`src/rtl/mult_pkg.sv`:
```
// Shared definitions for the radix-2 Booth multiplier: FSM states and iteration count.
package mult_pkg;

    typedef enum logic [1:0] {
        IDLE = 2'd0,
        RUN  = 2'd1,
        DONE = 2'd2
    } state_t;

    localparam int BOOTH_ITERS = 33;

    // One extra iteration covers the sign/zero extension bit of the multiplier.
    function automatic int booth_iters(input int width);
        return width + 1;
    endfunction

endpackage

```
`src/rtl/booth_step.sv`:
```
// One combinational radix-2 Booth iteration: add/sub M by {Q[0], q(-1)}, then arithmetic shift right.
module booth_step #(
    parameter int WIDTH = 32
) (
    input  logic [WIDTH:0] acc,
    input  logic [WIDTH:0] q,
    input  logic           qm1,
    input  logic [WIDTH:0] m,
    output logic [WIDTH:0] acc_n,
    output logic [WIDTH:0] q_n,
    output logic           qm1_n
);

    logic [WIDTH:0] sum;

    always_comb begin
        sum = acc;
        case ({q[0], qm1})
            2'b01:   sum = acc + m;
            2'b10:   sum = acc - m;
            default: sum = acc;
        endcase
    end

    assign acc_n = {sum[WIDTH], sum[WIDTH:1]};
    assign q_n   = {sum[0], q[WIDTH:1]};
    assign qm1_n = q[0];

endmodule

```
`src/rtl/booth_mult32.sv`:
```
// Sequential radix-2 Booth multiplier, WIDTH+1 iterations, result held in hi/lo until the next completion.
// Optional BOOTH_MULTU_EN adds an is_unsigned port selecting zero-extension (MULTU) instead of sign-extension.
module booth_mult32
    import mult_pkg::*;
#(
    parameter int WIDTH = 32
) (
    input  logic             Clk,
    input  logic             Reset,
    input  logic [WIDTH-1:0] a,
    input  logic [WIDTH-1:0] b,
    input  logic             start,
`ifdef BOOTH_MULTU_EN
    input  logic             is_unsigned,
`endif
    output logic [WIDTH-1:0] hi,
    output logic [WIDTH-1:0] lo,
    output logic             done,
    output logic             busy
);

    localparam int ITERS = booth_iters(WIDTH);
    localparam int CW    = $clog2(ITERS + 1);
    localparam logic [CW-1:0] LAST = CW'(ITERS - 1);

    state_t         state;
    logic [WIDTH:0] acc, q, m;
    logic           qm1;
    logic [CW-1:0]  cnt;
    logic [WIDTH:0] acc_n, q_n;
    logic           qm1_n;
    logic           sext;

`ifdef BOOTH_MULTU_EN
    assign sext = ~is_unsigned;
`else
    assign sext = 1'b1;
`endif

    booth_step #(.WIDTH(WIDTH)) u_step (
        .acc   (acc),
        .q     (q),
        .qm1   (qm1),
        .m     (m),
        .acc_n (acc_n),
        .q_n   (q_n),
        .qm1_n (qm1_n)
    );

    always_ff @(posedge Clk) begin
        if (Reset) begin
            state <= IDLE;
            acc   <= '0;
            q     <= '0;
            m     <= '0;
            qm1   <= 1'b0;
            cnt   <= '0;
            hi    <= '0;
            lo    <= '0;
            done  <= 1'b0;
            busy  <= 1'b0;
        end else begin
            case (state)
                IDLE: begin
                    done <= 1'b0;
                    if (start) begin
                        m     <= {sext & a[WIDTH-1], a};
                        q     <= {sext & b[WIDTH-1], b};
                        acc   <= '0;
                        qm1   <= 1'b0;
                        cnt   <= '0;
                        busy  <= 1'b1;
                        state <= RUN;
                    end
                end
                RUN: begin
                    acc <= acc_n;
                    q   <= q_n;
                    qm1 <= qm1_n;
                    cnt <= cnt + CW'(1);
                    if (cnt == LAST) begin
                        // Low 2*WIDTH bits of the (2*WIDTH+2)-bit {acc, Q} after the final shift.
                        hi    <= {acc_n[WIDTH-2:0], q_n[WIDTH]};
                        lo    <= q_n[WIDTH-1:0];
                        done  <= 1'b1;
                        state <= DONE;
                    end
                end
                DONE: begin
                    done  <= 1'b0;
                    busy  <= 1'b0;
                    state <= IDLE;
                end
                default: state <= IDLE;
            endcase
        end
    end

endmodule

```
`config.mk`:
```
export PLATFORM = sky130hd
export DESIGN_NAME = booth_mult32
export DESIGN_NICKNAME = d
export VERILOG_FILES = /design/src/rtl/mult_pkg.sv /design/src/rtl/booth_step.sv /design/src/rtl/booth_mult32.sv
export SDC_FILE = /design/constraint.sdc
export NUM_CORES = 1
export LEC_CHECK = 0
export BUFFER_PORTS_ARGS = -buffer_cell sky130_fd_sc_hd__buf_2
export CAP_MARGIN = 10
export CORE_ASPECT_RATIO = 1.25
export CORE_MARGIN = 4
export CORE_UTILIZATION = 58
export DETAILED_ROUTE_END_ITERATION = 12
export GPL_TIMING_DRIVEN = 0
export PLACE_DENSITY = 0.84
export SYNTH_ARGS = -nofsm -noshare
export SYNTH_HDL_FRONTEND = slang
export SYNTH_SLANG_ARGS = --single-unit
export TNS_END_PERCENT = 5
```
`constraint.sdc`:
```
create_clock -name Clk -period 4.5 [get_ports Clk]
set_input_delay 1.125 -clock Clk [delete_from_list [all_inputs] [get_ports Clk]]
set_output_delay 1.125 -clock Clk [all_outputs]
set_load 0.03 [all_outputs]
```
==> out/results.ini, run 1 <==
[run_status]
status=complete, no violations

[cells_and_area]
final_area_sq_um=10900
layout.nets=1492
fillerInstances=1372
n_antenna_cell=0
area_delta_synth_final_pct=16.8
drive_gt1_share_pct=14.0
fin_util_pct=69.7

[floorplanning]
die_w_um=122
io_pins=133
dieArea_sq_um=18300
die_h_um=150
num_rows=51
coreArea_sq_um=15700
initial_utilization_pct=59.7

[timing]
period_needed_ns=4.36
final.setup_skew_ns=0.00896
finalCritPeriodShare_pct=96.9
finalWorstSetupSlack_ns=0.138
slew_headroom_pct=37.5
max_freq_mhz=229
drv_slew=0
setup_viol=0
rsz0062_at_grt=true
worstMarginPinSlew_ns=0.931
whs_ns=0.452
hold_viol=0
tns_ns=0

[power]
p_sw_mw=1.34
p_sw_share_pct=33.0
internal_power_mw=2.73
sequentialPowerShare_pct=40.7
comb_power_share_pct=22.7
power.leakage_nw=4.37
pwr-share-clk_pct=36.6
ir_drop_mv=0.246
power.density_nw_per_um2=372

[global_route]
grt_max_degree=18
track_usage_pct=30.9
gr-total-overflow=0
grt_pass1_wl_mm=45.2
antenna_found_initial=1
grt_pass1_vias=9098

[clock_tree]
cts_buffer_depth=2
cts_tree=built
clkSinkCount=172
clockRootBuffer=clkbuf_16
insertion_delay_ns=0.43
hold_buffers=0
cts.clk_slew.worst_paths_ns=0.07
cts_made_buffers=17
h-tree-depth=4

[critical_path]
cp.arrival_ns=4.66
cp_num_buf_inv=2
cp-startpoint=m[0]$_SDFFE_PP0P_
r2r_setup_slack_ns=0.14
required_ns=4.80
slowest_stage=or4b_4
critPathKind=reg2reg
crit_path_max_incr_delay_ns=0.56
crit_family=simple AND/OR/NAND/NOR gates
critPathLaunchType=flop
worst_setup_path_end_kind=flop
crit-reg2reg-launch=m[0]$_SDFFE_PP0P_
path_max_fanout=6
path_cells=inv_1 > ha_1 > or3b_2 > nor4_4 > buf_4 > a21oi_1 > xnor2_1 > ha_1 > a21oi_1 > o21ai_0 > or4b_4 > o211ai_2 > and2_1 > o41a_1 > a31oi_1 > o41ai_1

[placement]
place_area_sq_um=10300
place.gp.congestion=0.955
io_buffers=131
dpl_worst_slack_ns=-0.301
hpwlAfterDp_mm=21.1

[synth]
synthCells=1240
avgSynthCellArea_sq_um=7.55
synth_top_area_share_pct=36.8
synth_edf_count=0
postSynth.asyncResetShare_pct=0
syn_area_sq_um=9370
synth_area_leaders=dfxtp_1 (37%), a21oi_1 (9.4%), nand2_1 (8.8%), nor2_1 (5.1%), ha_1 (4.8%)
seq_area_frac_synth_pct=36.8
yosysWarnings=0
synth_largest_area_cell=dfxtp_1
ys.flop_type=dfxtp_1
yosysUniqueCellTypes=71
syn_nets=1344
ys_ff_latch=172

[route]
detail-route-antenna-nets=0
drc=0
vias_per_cell=6.01
wl_per_cell_um=17.8
routed_wl_mm=28.7
vias=9700
dr.first_iter.drc_count=902
firstDrtPassIters=6

[flow_run]
drv_cap=0

[hold_path]
min_from=lo[4]$_SDFFE_PP0P_
hold_class=reg2reg

power by group through the flow:
stage / sequential [mW] / combinational (mW) / clock [mW]
after floorplan: 1.67 / 0.656 / 0
after global placement: 1.68 / 0.856 / 0
after detailed placement: 1.68 / 0.874 / 0
after CTS: 1.65 / 0.894 / 1.49
after global routing: 1.66 / 1.01 / 1.56
final: 1.66 / 0.925 / 1.49
metrics by stage:
stage	instances	power, mW
after floorplan	1240	2.32
after detailed placement	1583	2.56
after global routing	1613	4.23
final	1613	4.07
after global placement	1583	2.54
after CTS	1613	4.04
cell type report:
| cell class | count | area (sq um) | area share, % |
|---|---|---|---|
| plain buffers | 81 | 315 | 2.88 |
| clock buffers | 18 | 439 | 4.02 |
| clock inverters | 14 | 149 | 1.36 |
| inverters | 26 | 97.6 | 0.892 |
| multi-input cells | 957 | 5560 | 50.8 |
| flip-flops and latches | 172 | 3440 | 31.5 |
| well taps | 212 | 265 | 2.43 |
| repair buffers | 133 | 671 | 6.13 |
routing by layer:
metal | share of wire (%) | track usage (%) | routed length, um
met5 | 0.028 | 0 | 8
met4 | 4.5 | 14.8 | 1300
met3 | 8.7 | 5.63 | 2500
met2 | 48 | 51.9 | 13700
met1 | 39 | 38.1 | 11200
tightest hold or removal path, stage by stage (launching register included):
cell     delay (ns)
dfxtp_1        0.31
nand2_1        0.05
a21oi_1        0.05
placed cells by master (no fill, tap or decap), drive strengths merged, types with 3 or more instances in the layout:
cell	count
xor2	12
and3	3
nor2	127
or3	12
inv	35
nand3	23
ha	36
nand3b	7
nor4	5
a21o	13
xnor2	33
a21oi	177
nor4b	3
a211oi	17
a31oi	11
clkinv	3
o21bai	3
nor3	29
nand2b	8
mux2i	9
o31ai	7
o211ai	9
a22oi	26
buf	140
o21ai	69
clkbuf	92
and2	6
nand2	219
o21a	9
nor2b	7
o221ai	31
or4	4
nand4	7
a21boi	5
dfxtp	172
cells in the mapped netlist, drive strengths merged (6+ instances only):
library cell    n
mux2i           9
a211oi         17
a31oi          11
nand2b          8
nor2b           7
xnor2          33
o211ai          9
o31ai           7
nor3           29
nand4           7
nand3b          7
a21o           13
a21oi         177
ha             36
or3            12
and2            6
nand2         219
clkbuf         78
nor2          127
o21ai          69
nand3          23
inv            26
buf             7
dfxtp         172
xor2           12
o21a            9
o221ai         31
a22oi          26
cell families after synthesis:
family          after synthesis  synth area share [%]
simple gates                467                  22.0
compound gates              397                  26.3
flops                       172                  36.8
buf+inv                     111                  4.56
xor+xnor                     45                  4.21
fa+ha+maj                    37                  5.02
mux                          11                  1.20
state kept, by name (all words and copies together) (netlist names):
register and flops:
lo 32, done 1, state 2, qm1 1, hi 32, q 33, busy 1, m 32
acc 32, cnt 6
repair_timing:
action,CTS,global route
resized for setup,4,12
buffers inserted,1,1
pin swaps,1,3
cloned,0,0
endpoints found under the setup margin,4,14
path summary, 6_finish.rpt:
check                                           end  depth (start not counted)
worst max-delay path            hi[27]$_SDFFE_PP0P_                         16
worst min-delay path             lo[4]$_SDFFE_PP0P_                          2
worst max register to register  hi[27]$_SDFFE_PP0P_                         16
worst min register to register   lo[4]$_SDFFE_PP0P_                          2
(Power assumes the default switching activity.)
==> inputs of run 2 (changes only) <==
--- a/config.mk
+++ b/config.mk
@@ -8,7 +8,7 @@
 export BUFFER_PORTS_ARGS = -buffer_cell sky130_fd_sc_hd__buf_2
 export CAP_MARGIN = 10
 export CORE_ASPECT_RATIO = 1.25
-export CORE_MARGIN = 4
+export CORE_MARGIN = 2
 export CORE_UTILIZATION = 58
 export DETAILED_ROUTE_END_ITERATION = 12
 export GPL_TIMING_DRIVEN = 0
==> run 2 against run 1 <==
Compared with the run above:
- critical path depth shrank 1
- final cell count unchanged
- combinational power hardly changed
- hold slack gained 0.0026 ns
==> out/results.ini, run 2 (same netlist as run 1, synthesis figures left out) <==
[run_status]
status=complete, no violations

[timing]
period_needed_ns=4.39  ; +0.0323 ns
slew_headroom_pct=39.4  ; +1.9 points
finalWorstSetupSlack_ns=0.106  ; -0.0323 ns
finalCritPeriodShare_pct=97.6  ; +0.72 points
final.setup_skew_ns=0.0134  ; +0.00440 ns
worstMarginPinSlew_ns=0.903  ; -0.0283 ns
tns_ns=0  ; unchanged
setup_viol=0  ; unchanged
drv_slew=0  ; unchanged
rsz0062_at_grt=true
hold_viol=0  ; unchanged
max_freq_mhz=228  ; -0.73%

[critical_path]
reg2regPathDepth=15  ; -1
cp-endpoint=hi[31]$_SDFFE_PP0P_
r2r_setup_slack_ns=0.11  ; -0.03 ns
critPathLaunchType=flop
reg2reg_to=hi[31]$_SDFFE_PP0P_
critPathKind=reg2reg
crit-reg2reg-launch=m[0]$_SDFFE_PP0P_
cp-startpoint=m[0]$_SDFFE_PP0P_
worst_setup_path_end_kind=flop
cp.arrival_ns=4.69  ; +0.03 ns
required_ns=4.79  ; about the same
path_max_fanout=6  ; unchanged

[power]
power.density_nw_per_um2=372  ; -0.17%
power.leakage_nw=4.35  ; -0.35%
finalPower_mw=4.07  ; about the same
ir_drop_mv=0.242  ; -1.6%

[global_route]
grt_pass1_vias=9262  ; +1.8%
grt_max_degree=20  ; +2
grt_pass1_wl_mm=45.7  ; +1.3%
gr-total-overflow=0  ; unchanged
antenna_found_initial=0  ; -1
track_usage_pct=32.4  ; +1.6 points

[clock_tree]
cts.clk_slew.worst_paths_ns=0.08  ; about the same
clockRootBuffer=clkbuf_16
h-tree-depth=4  ; unchanged
hold_buffers=0  ; unchanged
cts_buffer_depth=2  ; unchanged
cts_made_buffers=17  ; unchanged
clkSinkCount=172  ; unchanged
insertion_delay_ns=0.44  ; about the same
cts_tree=built

[floorplanning]
initial_utilization_pct=59.7  ; unchanged
io_pins=133  ; unchanged
coreArea_sq_um=15700  ; unchanged
die_w_um=118  ; -3.3%
num_rows=51  ; unchanged
die_h_um=146  ; -2.7%
dieArea_sq_um=17200  ; -5.9%

[cells_and_area]
area_delta_synth_final_pct=17.0
layout.nets=1492  ; unchanged
mostFrequentLayoutCell=nand2_1
largest-register=q
layout_common_cells=nand2_1 (219), a21oi_1 (176), dfxtp_1 (172)
n_antenna_cell=0  ; unchanged
drive_gt1_share_pct=14.3  ; +0.29 points
largest_reg_flops=33  ; unchanged
fin_util_pct=69.8  ; +0.12 points

[route]
detail-route-antenna-nets=0  ; unchanged
vias_per_cell=5.99  ; -0.33%
wl_per_cell_um=17.6  ; -1.1%
routed_wl_mm=28.3  ; -1.1%
firstDrtPassIters=5  ; -1
vias=9668  ; -0.33%
drc=0  ; unchanged
dr.first_iter.drc_count=689  ; -24%

[hold_path]
hold_class=reg2reg

[placement]
place.gp.congestion=0.920  ; -3.7%
hpwlAfterDp_mm=21.2  ; +0.33%
io_buffers=131  ; unchanged
dpl_worst_slack_ns=-0.288  ; +0.0135 ns

[flow_run]
drv_cap=0  ; unchanged

run 2: what timing repair did:
| action | in CTS | in global routing |
|---|---|---|
| setup endpoints to repair | 3 | 15 |
| pin swaps | 1 | 2 |
| resized for setup | 5 | 14 |
| setup buffers | 1 | 1 |
run 2: report_power, final:
group | leakage, nW | internal, mW | switching, mW
logic | 2.67 | 0.345 | 0.582
registers | 1.40 | 1.58 | 0.0735
clock network | 0.285 | 0.752 | 0.737
total | 4.35 | 2.68 | 1.39
run 2: final cells by class:
class                      instances  area [sq um]
multi-input combinational        957          5570
fill                            1339          4740
sequential                       172          3440
timing repair buffer             133           671
clock buffer                      17           425
buffer                            81           315
tap                              212           265
clock inverter                    15           171
inverter                          26          97.6
run 2: worst min-delay path by stage:
stage                                      to  depth (start not counted)                start  slack [ns]
after floorplan           lo[31]$_SDFFE_PP0P_                          2   q[32]$_SDFFE_PP0P_        0.44
after global placement      done$_SDFFE_PP0P_                          2    done$_SDFFE_PP0P_        0.44
after detailed placement   lo[2]$_SDFFE_PP0P_                          2   lo[2]$_SDFFE_PP0P_        0.44
after CTS                  lo[2]$_SDFFE_PP0P_                          2   lo[2]$_SDFFE_PP0P_        0.46
after global routing      lo[11]$_SDFFE_PP0P_                          2  lo[11]$_SDFFE_PP0P_        0.47
final                      lo[5]$_SDFFE_PP0P_                          2   lo[5]$_SDFFE_PP0P_        0.45
run 2: metal layers:
layer  GRT usage [%]  vias to the layer above  routed length, um
li1                -                     4706                  -
met1            38.9                     4411              11300
met2            55.0                      459              13600
met3            7.58                       92               2360
met4            14.8                        0               1120
met5               0                        -                  0
run 2: per-stage QoR:
step / std cells / hold slack [ns] / instance area (sq um)
final: 1613 / 0.454 / 11000
after global routing: 1613 / 0.473 / 11000
after CTS: 1615 / 0.456 / 10900
after detailed placement: 1583 / 0.445 / 10300
after global placement: 1583 / 0.441 / 10300
after floorplan: 1240 / 0.445 / 9370
run 2: critical path, cell delays in order, from the launching register on:
cell and delay (ns):
dfxtp_1 0.37, or4_1 0.57, or3_4 0.38, nor2_4 0.18, nand2_1 0.14, nor3_4 0.22, a21oi_1 0.12, xnor2_1 0.16
ha_2 0.39, nand2_1 0.15, o21a_1 0.27, or4_1 0.57, a31oi_2 0.23, o21ai_0 0.15, a311oi_1 0.29, nor3_1 0.07
